$ cat src/rtl/condicionador_chaves.sv
// condicionador_chaves: synchronises, debounces and validates the raw push-buttons into a clean one-hot key plus a press pulse.
// Optional build macro CONDICIONADOR_BLOQUEIO_MULTIPLAS_EN: multi-key presses are rejected (MULTIPLA) instead of taking the lowest key.
module condicionador_chaves #(
    parameter int DEBOUNCE_CYCLES = 50000,
    parameter int CW = 16
) (
    input  logic       clock,
    input  logic       reset,
    input  logic [3:0] chaves_brutas,
    input  logic       habilita,
    output logic [3:0] chaves,
    output logic       jogada_pulso,
    output logic       multiplas,
    output logic [3:0] db_estado
);
`ifdef CONDICIONADOR_BLOQUEIO_MULTIPLAS_EN
    localparam logic BLOQUEIO = 1'b1;
`else
    localparam logic BLOQUEIO = 1'b0;
`endif
    localparam logic [CW-1:0] CNT_MAX = CW'(DEBOUNCE_CYCLES - 1);

    typedef enum logic [3:0] {
        OCIOSO          = 4'd0,
        PRESSIONADO     = 4'd1,
        MULTIPLA        = 4'd2,
        AGUARDA_SOLTURA = 4'd3
    } estado_t;

    estado_t       estado;
    logic [3:0]    sync_a, s, candidato, estavel, estavel_next, menor;
    logic [CW-1:0] cnt;
    logic          assentado, armado, um_quente;

    // Next debounced value, so the FSM registers update on the same edge as the stable vector
    always_comb begin
        assentado    = (s == candidato) && (cnt == CNT_MAX);
        estavel_next = assentado ? candidato : estavel;
        menor        = estavel_next & (~estavel_next + 4'd1);
        um_quente    = (estavel_next & (estavel_next - 4'd1)) == 4'd0;
        db_estado    = estado;
    end

    // Two-flop synchroniser and whole-vector debounce; armado marks a genuinely debounced all-released state,
    // so a key held across reset is not mistaken for a fresh press
    always_ff @(posedge clock) begin
        if (!reset) begin
            sync_a    <= 4'd0;
            s         <= 4'd0;
            candidato <= 4'd0;
            estavel   <= 4'd0;
            cnt       <= '0;
            armado    <= 1'b0;
        end else begin
            sync_a  <= chaves_brutas;
            s       <= sync_a;
            estavel <= estavel_next;
            armado  <= armado | (assentado && candidato == 4'd0);
            if (s != candidato) begin
                candidato <= s;
                cnt       <= '0;
            end else if (cnt != CNT_MAX) begin
                cnt <= cnt + 1'b1;
            end
        end
    end

    // Press-validation FSM with registered outputs
    always_ff @(posedge clock) begin
        if (!reset) begin
            estado       <= OCIOSO;
            chaves       <= 4'd0;
            jogada_pulso <= 1'b0;
            multiplas    <= 1'b0;
        end else begin
            jogada_pulso <= 1'b0;
            case (estado)
                OCIOSO: begin
                    if (estavel_next != 4'd0) begin
                        if (!habilita || !armado) begin
                            estado <= AGUARDA_SOLTURA;
                        end else if (BLOQUEIO && !um_quente) begin
                            estado    <= MULTIPLA;
                            multiplas <= 1'b1;
                        end else begin
                            chaves       <= menor;
                            jogada_pulso <= 1'b1;
                            estado       <= PRESSIONADO;
                        end
                    end
                end
                PRESSIONADO: begin
                    if (estavel_next == 4'd0) begin
                        chaves <= 4'd0;
                        estado <= OCIOSO;
                    end
                end
                MULTIPLA: begin
                    if (estavel_next == 4'd0) begin
                        multiplas <= 1'b0;
                        estado    <= OCIOSO;
                    end
                end
                AGUARDA_SOLTURA: begin
                    if (estavel_next == 4'd0) estado <= OCIOSO;
                end
                default: begin
                    estado    <= OCIOSO;
                    chaves    <= 4'd0;
                    multiplas <= 1'b0;
                end
            endcase
        end
    end
endmodule

$ cat config.mk
export PLATFORM = sky130hd
export DESIGN_NAME = condicionador_chaves
export DESIGN_NICKNAME = d
export VERILOG_FILES = /design/src/rtl/condicionador_chaves.sv
export SDC_FILE = /design/constraint.sdc
export NUM_CORES = 1
export LEC_CHECK = 0
export ABC_AREA = 1
export CORE_ASPECT_RATIO = 0.5
export CORE_UTILIZATION = 45
export DETAILED_ROUTE_END_ITERATION = 16
export PLACE_DENSITY_LB_ADDON = 0.25
export RECOVER_POWER = 25
export SYNTH_ARGS = -nofsm -noshare
export SYNTH_HDL_FRONTEND = slang
export SYNTH_SLANG_ARGS = --single-unit
$ cat constraint.sdc
create_clock -name clock -period 4.3 [get_ports clock]
set_clock_uncertainty 0.15 [all_clocks]
set_input_delay 0.43 -clock clock [delete_from_list [all_inputs] [get_ports clock]]
set_output_delay 0.43 -clock clock [all_outputs]
set_load 0.02 [all_outputs]
# After elaboration in Yosys (flattened, before gate mapping)
# Index checks and enable logic that the tools add are counted.
# totals
word_cells	58
regBits	43
input_bits	7
# classes
n_addsub	2
bitwise	6
muxes	11
reduce_logical	17
eq_ne	12
# op_table
operator	n
4-bit two-way mux	5
16-bit by 1-bit adder with 16-bit output (second input constant)	1
16-bit == test (second input constant)	1
16-bit != test (second input constant)	1
4-bit zero test	3
4-bit case mux with 3 select lines	1
4-bit by 2-bit == test with 1-bit output (second input constant)	2
2-bit != test (second input constant)	4
4-bit case mux with 2 select lines	1
3-bit OR reduction	2
4-bit by 1-bit adder with 4-bit output (second input constant)	1
4-bit bitwise AND	1
4-bit by 1-bit == test with 1-bit output (second input constant)	1
4-bit == test	1
4-bit != test	1
4-bit inverter	1
2-bit AND reduction	2
4-bit AND reduction	1
4-bit nonzero test	1
2-bit OR reduction	2
1-bit inverter	3
3-bit AND reduction	1
1-bit logical AND	2
1-bit zero test	2
6 further kinds	7

# Logic depth before layout (Yosys ltp)
# Gate-level depths: netlist of the first run.
# logic_depth
word_depth	9
depth_mapped	15

# Worst setup path after synthesis of the first run
# No wires, ideal clock.
# synth_path
path_kind	register to register
start	register cnt[0]
end	register chaves[2]
synth_period_minus_slack_ps	2023
arrival_ps	1760
n_path_buf	0
t_required_ps	4037
slack_ps	2277
stages_incl_launch_ff	15
path_cell_list	dfxtp_1 -> ha_1 -> nand2_2 -> nor2_4 -> nand3_4 -> nor2_8 -> nand2_4 -> nand2_2 -> nand2_4 -> nor2_8 -> nand2_4 -> nand2_4 -> nand3_4 -> nor2_1 -> nor2_1
# synth_between
elab_chain_len	9
elab_cells_between_ends	14
classes_between	add/sub (1); eq/ne (3); mux (4); bitwise (2); reduce/logical (4)
# synth_lines
element	line	rtl
start, declared	32	logic [CW-1:0] cnt;
start signal, assigned	63	cnt <= cnt + 1'b1;
16-bit == test (*)	37	assentado = (s == candidato) && (cnt == CNT_MAX);
1-bit logical AND (*)	37	
4-bit two-way mux (*)	38	estavel_next = assentado ? candidato : estavel;
4-bit inverter	39	menor = estavel_next & (~estavel_next + 4'd1);
4-bit by 1-bit adder with 4-bit output	39	
4-bit bitwise AND	39	
4-bit two-way mux	80	if (!habilita || !armado) begin
4-bit two-way mux	79	if (estavel_next != 4'd0) begin
4-bit case mux with 3 select lines	77	case (estado)
end signal, assigned	86	chaves <= menor;
end, declared	11	output logic [3:0] chaves,
# Every way passes the cells marked *; elsewhere a longest branch is shown, timed or not. The select of a mux whose other input is x is not followed.
# A chain may end at the register's enable or synchronous reset.

# Final worst setup path of the first run
# Ends and elaborated chain as after synthesis.

==> results of run 1 <==
## state kept, by name, indices dropped and copies added, names as in the netlist
| register | flops |
|---|---|
| sync_a | 4 |
| armado | 1 |
| candidato | 4 |
| estavel | 4 |
| chaves | 4 |
| jogada_pulso | 1 |
| s | 4 |
| cnt | 16 |
| db_estado | 2 |
## worst max-delay path by stage
stage,start,end,slack (ps),cells after the start
final,cnt[0]$_SDFFE_PP0P_,chaves[2]$_SDFFE_PN0P_,2040,14
after global routing,cnt[0]$_SDFFE_PP0P_,chaves[2]$_SDFFE_PN0P_,1850,14
after CTS,cnt[0]$_SDFFE_PP0P_,chaves[2]$_SDFFE_PN0P_,2020,14
after detailed placement,reset,cnt[9]$_SDFFE_PP0P_,1840,4
after global placement,reset,cnt[14]$_SDFFE_PP0P_,1850,4
after floorplan,cnt[0]$_SDFFE_PP0P_,chaves[2]$_SDFFE_PN0P_,2280,14
## report_power, final
part | switching (W) | total, W | leakage (nW) | internal, W
clock network | 0.000131 | 0.000261 | 0.0445 | 0.000130
registers | 0.00000418 | 0.000380 | 0.324 | 0.000376
logic | 0.0000196 | 0.0000324 | 0.610 | 0.0000128
## metrics by stage
stage | cell area, µm² | total power [W]
6_report | 2086 | 0.0006741
5_1_grt | 2086 | 0.0007014
4_1_cts | 2086 | 0.0006847
3_5_place_dp | 1992 | 0.0004221
3_3_place_gp | 1992 | 0.0004213
2_1_floorplan | 1833 | 0.0004147
## metal layers
metal  wire [µm]  up-vias
met5           0        -
met4          58        0
met3         134        6
met2        1343       26
met1        1494      646
li1            -      776
## cell families (layout without fill, tap and decap cells)
family                   after synthesis  after routing
XOR/XNOR                               6              6
other                                  1              3
flip-flops                            40             40
AND/OR/NAND/NOR                      116            116
AO/OA/AOI/OAI                         25             25
buffers and inverters                 49             64
adder cells (fa/ha/maj)                1              1
## placed cells by master, fill, tap and decap left out, drive strengths merged
cell type | netlist | layout
nor3 | 8 | 8
o21bai | 2 | 2
dfxtp | 40 | 40
o211ai | 1 | 1
nand4 | 6 | 6
a21oi | 17 | 17
nand2 | 57 | 57
o21ai | 3 | 3
clkbuf | 1 | 7
clkinvlp | 0 | 1
nor2 | 25 | 25
o21a | 1 | 1
conb | 1 | 3
or3 | 1 | 1
xnor2 | 3 | 3
nor4 | 4 | 4
or2 | 1 | 1
a31oi | 1 | 1
ha | 1 | 1
inv | 43 | 43
xor2 | 3 | 3
dlygate4sd3 | 0 | 1
clkdlybuf4s50 | 0 | 12
nand3 | 14 | 14
## critical path: cells and delay by family (launching register included)
kind,cells,cell delay [ps]
fa+ha+maj,1,230
simple gates,13,1390
flops,1,390
## cell type report
cell class | count | area [µm²] | share of cell area (%)
multi-input cells | 151 | 835.8 | 40.07
inverters | 43 | 161.4 | 7.738
flip-flops and latches | 40 | 800.8 | 38.39
well taps | 51 | 63.81 | 3.059
repair buffers | 13 | 130.1 | 6.239
clock inverters | 1 | 7.507 | 0.3599
clock buffers | 7 | 86.33 | 4.139
==> results list, run 1 <==
- Data on the critical path is required at its endpoint by approximately 4300 ps.
* Largest fanout on the critical path: 9
- EDFF count, synth: 0
* Fraction of layout cells with a size suffix above 1: 13.33%
- The H-tree was split into 2 levels.
- Counting flops with an async set or reset pin after synthesis yields a share of 0%.
- Via density: around 4.8
* Height of the chip: roughly 47 µm
- The number of slew-limit violations in the final report was 0.
- Dividing the final minimum period by the clock period gives 52.54%.
- The worst hold path terminates at s[2]$_SDFF_PN0_.
- Worst Hold Margin: 264.1 ps
* Clk buf depth: 2
- Gates resized, CTS repair: 0
* Syn-to-layout area delta: 14.26%
* Post-Route WL: slightly above 3000 µm
- Each instance of the synthesized netlist takes up on average around 7.7 µm².
- STA classifies the critical path endpoint as a flip-flop.
* Post-synthesis compound-gate area fraction: 7.471%
- Initial DRC count: 46
- Antenna-violating nets left: 0
- Buffers added to address setup during post-CTS repair amount to 0.
- Clock tree from TritonCTS: done
- Among the stages of the critical path, the cell type that occurs most often is sky130_fd_sc_hd__nand2_4.
* Area inside the core boundary: roughly 3600 µm²
- In this run the power density over the cells is between 300 and 400 nW/µm².
* Worst setup SP type: flip-flop
- The slowest stage of the critical path belongs to the cell sky130_fd_sc_hd__dfxtp_1.
* Internal reg-to-reg setup slack: around 2000 ps
* CTS clock-pin slew for the worst setup and hold paths: 80 ps
- The analysis attributes to cell leakage a power of 0.9787 nW.
* Cell area after synthesis: ~1800 µm²
* Dominant cell by count in the synthesized netlist: sky130_fd_sc_hd__nand2_1
* Layout filler cell count: 359
- After Yosys synthesis, XOR and XNOR cells account for under 10% of the synthesized area.
- Main combinational cell family by area after synthesis: simple AND/OR/NAND/NOR gates
* Crit Reg-Reg Endpoint: chaves[2]$_SDFFE_PN0P_
* Synthesized instance count: about 240
* Warnings from Yosys: 0
- Met1 usage: between 10% and 20%
- Final nets: about 260
* Total clock buffers created by CTS: 5
- 0 antenna diodes ended up in the layout.
- Number of clock sinks seen by CTS: 40
* Run status: complete, no violations
- At the placement stage, the worst setup path has a slack of 1839 ps.
* Port Buffer Count: 13
* Layer with the highest usage after global routing: met2
- At the worst endpoint, the arrival time is 2300 ps.
- After Yosys synthesis, full adders, half adders and majority gates account for less than 1% of the synthesized area.
- Global routing used 16.38% of the available tracks across all layers.
- The die covers ~4300 µm².
- Cts hold-fix bufs: 0
- Traced cell by cell, the critical path runs through ha_1 -> nand2_2 -> nor2_4 -> nand3_4 -> nor2_8 -> nand2_4 -> nand2_1 -> nand2_2 -> nor2_8 -> nand2_4 -> nand2_4 -> nand3_4 -> nor2_1 -> nor2_1.
- The via count of the first global-routing pass came to roughly 1300.
- First-pass GRT wire length: ~5300 µm
- The root buffer cell chosen for the clock tree is sky130_fd_sc_hd__clkbuf_8.
- Once layout is complete, the cells apart from fillers number 306.
- DP HPWL: roughly 2200 µm
- Summed over all failing endpoints, the final setup total negative slack is 0 ps.
- After synthesis, the largest area contributor takes up 43.87% of total cell area.
* Count of final hold-check violations: 0
- Starting density of the core: about half
- After Yosys synthesis, and, or, nand and nor cells account for about a third of the synthesized area.
- For the worst-skew pair, the clock arrives at the later sink with an insertion delay of between 200 and 300 ps.
- Dividing the detail-routed wire length by the instance count gives 9.902 µm.
- The largest single stage delay on the critical path is approximately 390 ps.
- At the end of routability-driven placement, the weighted congestion stood at 0.7718.
- The worst hold path passes through 2 cells.
- Achievable Freq: 442.6 MHz
* Total congestion overflow: 0
- In the post-route analysis, the smallest setup slack over all paths is between 2000 and 2500 ps.
* Number of antenna violations at the first check in global routing: 0
* Max-Cap Viols: 0
- Leading cell types by count after synthesis: 47 x sky130_fd_sc_hd__nand2_1, 40 x sky130_fd_sc_hd__dfxtp_1, 35 x sky130_fd_sc_hd__inv_1
- The first TritonRoute pass finished after 4 iterations.
- GR Layer Usage met3: approximately 5.3%
* Global routing met2 resource utilization: between 20% and 30%
- Setup repair after global routing left no endpoint under its margin.
- Leading cell types by total area after synthesis: sky130_fd_sc_hd__dfxtp_1 44%, sky130_fd_sc_hd__nand2_1 9.7%, sky130_fd_sc_hd__inv_1 7.2%
- IR analysis of the VDD net gives a maximum drop of ~0.00020 V.
* Vias: ~1500
- Crit Path Class: reg -> reg
- Time the worst path needs with I/O delays and setup: 2259 ps
- Of all cell types, the one taking the most synthesized area is sky130_fd_sc_hd__dfxtp_1.
- For this run, the register share of the synthesized area comes to 43.87%.
* Most used flip-flop cell after synthesis: sky130_fd_sc_hd__dfxtp_1
- Classification of the worst-slack hold path: reg -> reg
- Die boundary width: 92.08 µm
* Number of remaining DRC errors: 0
- R2R cell count: 14
* Start of the worst register-to-register path: cnt[0]$_SDFFE_PP0P_
- In this run the core area contains 15 standard-cell rows.
* Worst relative slew slack: around 55%
* Count of unique library cells instantiated by Yosys: 31
- Final Util: between 50% and 60%
- In this run, placement finished with an instance count of 298.
- Of the post-synthesis cell area, the part taken by muxes is 0%.
* Startpoint of the tightest hold check path: sync_a[2]$_SDFF_PN0_
- After synthesis the netlist holds a flip-flop and latch count of 40.
- Pin count of the biggest net entering global routing: 21
- Number of setup violations in the final report: 0
- At the pin with the least slew margin, the transition time is between 600 and 700 ps.
* IO Pins: 17
(Power assumes the default switching activity.)
==> run 2, diff against run 1 <==
Clock period 4.3 ns to 2.3 ns, I/O delays scaled along.
==> results list, run 2 (synthesis gave the netlist of run 1 again) <==
- Design Power: roughly 0.0014 W
* IO Pins: 17
- CTS clock-pin slew for the worst setup and hold paths: 90 ps
- Number of remaining DRC errors: 0
- Final Slew Violations: 0
- Placement Cell Area: 1999 µm²
- Antenna-violating nets left: 0
* Critical path capture point type: flip-flop
- The via count of the first global-routing pass is between 1000 and 1500.
- For the pin with the worst max-slew slack, the measured transition is slightly above 500 ps.
- In this run the static leakage power is ~1.0 nW.
* Fin cells: roughly 310
* Final standard cell area without fillers: 2135 µm²
- Classification of the worst-slack hold path: reg -> reg
- The critical path is of the reg -> reg type.
- Summing all multi-input logic gate instances after layout gives 838.3 µm².
- Entering global routing, the biggest net connects 20 pins.
- The total area inside the core boundary comes to 3641 µm².
- After global routing the overflow that remains totals 0.
- Leading cell type in the layout, fill and taps excluded: sky130_fd_sc_hd__nand2_1
- Counting flops per register, the top entry is cnt.
- Part of the cycle the worst path needs: 91.29%
- Required time at the worst-slack endpoint: about 2400 ps
- For the finished layout, the period the worst path requires is ~2100 ps.
- Die boundary width: roughly 92 µm
- After legalization and detailed placement, the total HPWL measured 2179 µm.
- Count of inserted antenna diode cells: 0
- Placed insts: 299
* Largest fanout on the critical path: 8
- Measured against its own limit, the worst slew margin works out to 66.23%.
* Initial DRC count: 31
- For this design, the CTS-stage hold fixing added 0 buffers.
- RSZ-0062 raised after global routing: false
- Number of setup violations in the final report: 0
- Data on the critical path arrives at its endpoint at about 2200 ps.
* Run status: complete, no violations
* Post-Route WL: just over 3000 µm
- Final-layout setup total negative slack: 0 ps
* Final nets: around 270
* Clock Tree Root: sky130_fd_sc_hd__clkbuf_8
- Timing would allow up to 476.3 MHz.
- Via density: between 4 and 5
- Vias: around 1500
- The register with the most flip-flops in the layout has 16 of them.
- Counting every sink on the clock net gives 40.
* Average routed wire per standard cell: slightly below 10 µm
- Port Buffer Count: 13
- Number of antenna violations at the first check in global routing: 0
- Layout filler cell count: 321
* TritonRoute pass-1 iters: 4
- Syn-to-layout area delta: 16.93%
- CTS H-Tree Depth: 2
- The post-route netlist has roughly 16% of its cells at a drive strength greater than 1.
- RD Place Congestion: approximately 0.86
- Floorplan row count: 15
- For this configuration, the core starts out at a cell density of 50.14%.
- In the final layout, flip-flops and latches occupy roughly 800 µm².
- First-pass GRT wire length: roughly 5400 µm
- Max-Cap Viols: 0
- Clk buf depth: 2
* Peak supply drop: 0.0003460 V
- Clock tree synthesis inserted a total of 5 buffers.
* Worst setup SP type: flip-flop
- The top cell types in the final layout, fill and taps aside, are 47 x sky130_fd_sc_hd__nand2_1, 38 x sky130_fd_sc_hd__dfxtp_1, 35 x sky130_fd_sc_hd__inv_1, 20 x sky130_fd_sc_hd__nor2_1, 17 x sky130_fd_sc_hd__a21oi_1.
* Clock tree from TritonCTS: done
- The die covers 4331 µm².
- Dividing total power by cell area gives a power density of between 600 and 700 nW/µm².
* Count of final hold-check violations: 0
* Worst-skew pair later-pin latency: ~300 ps
- For this run, the total global-route usage over all layers was measured as between 10% and 20%.
* Height of the chip: roughly 47 µm
-- run 2: changes by cell type in the layout (fill, tap and decap cells not counted) --
cell,delta
sky130_fd_sc_hd__buf_4,+3
sky130_fd_sc_hd__dfxtp_1,-2
sky130_fd_sc_hd__dfxtp_2,+2
sky130_fd_sc_hd__bufinv_16,+1
sky130_fd_sc_hd__clkbuf_1,-1
sky130_fd_sc_hd__clkbuf_8,-1
sky130_fd_sc_hd__ha_1,-1
sky130_fd_sc_hd__ha_2,+1
sky130_fd_sc_hd__inv_6,+1
-- run 2: where the power goes --
part           leakage, nW  switching, W  internal (W)
clock               0.0548      0.000254      0.000327
combinational        0.623     0.0000375     0.0000253
sequential           0.325    0.00000877      0.000704
total                 1.00      0.000301       0.00106
-- run 2: area by class of cell --
type,instances,share of cell area [%]
clock inverter,3,2.169
clock buffer,5,3.224
multi-input combinational,151,39.27
inverter,43,7.562
sequential,40,37.63
tap,51,2.989
timing repair buffer,16,7.151
-- run 2: metal layers --
layer / up-vias / wire, µm / global-route usage, %
met1: 634 / 1488 / 19.88
li1: 778 / - / -
met3: 7 / 152 / 5.340
met2: 33 / 1387 / 28.06
met5: - / 0 / 0
met4: 0 / 45 / 6.563
-- run 2: through the flow --
stage	util [%]	hold WS, ps	worst slack, ps
floorplan	-	177.6	277.2
global placement	54.91	242.0	174.2
detailed placement	54.91	249.7	102.4
CTS	58.08	268.8	84.87
global route	58.63	292.9	6.139
finish	58.63	271.2	200.4
-- run 2: worst max-delay path, stage by stage, from the launching register on --
cell and delay [ps]:
sky130_fd_sc_hd__dfxtp_2 370, sky130_fd_sc_hd__ha_2 210, sky130_fd_sc_hd__nand2_2 80, sky130_fd_sc_hd__nor2_4 140, sky130_fd_sc_hd__nand3_4 100, sky130_fd_sc_hd__nor2_8 160, sky130_fd_sc_hd__nand2_4 80, sky130_fd_sc_hd__nand2_2 80
sky130_fd_sc_hd__nand2_2 70, sky130_fd_sc_hd__nor2_4 150, sky130_fd_sc_hd__nand2_4 70, sky130_fd_sc_hd__nand2_4 60, sky130_fd_sc_hd__nand3_4 90, sky130_fd_sc_hd__nand2_1 80, sky130_fd_sc_hd__nand2_1 40, sky130_fd_sc_hd__nor2_1 90
-- run 2: worst paths after layout --
path	slack (ps)	end	cells after the start	start
setup / recovery	200	chaves[3]$_SDFFE_PN0P_	15	cnt[0]$_SDFFE_PP0P_
hold / removal	270	s[0]$_SDFF_PN0_	2	sync_a[0]$_SDFF_PN0_
setup reg to reg	200	chaves[3]$_SDFFE_PN0P_	15	cnt[0]$_SDFFE_PP0P_
hold reg to reg	270	s[0]$_SDFF_PN0_	2	sync_a[0]$_SDFF_PN0_
-- run 2: timing repair --
| action | CTS | global route |
|---|---|---|
| endpoints found under the setup margin | 0 | 4 |
| setup buffers | 0 | 2 |
| gates resized for setup | 0 | 3 |
| endpoints found under the hold margin | 0 | 0 |
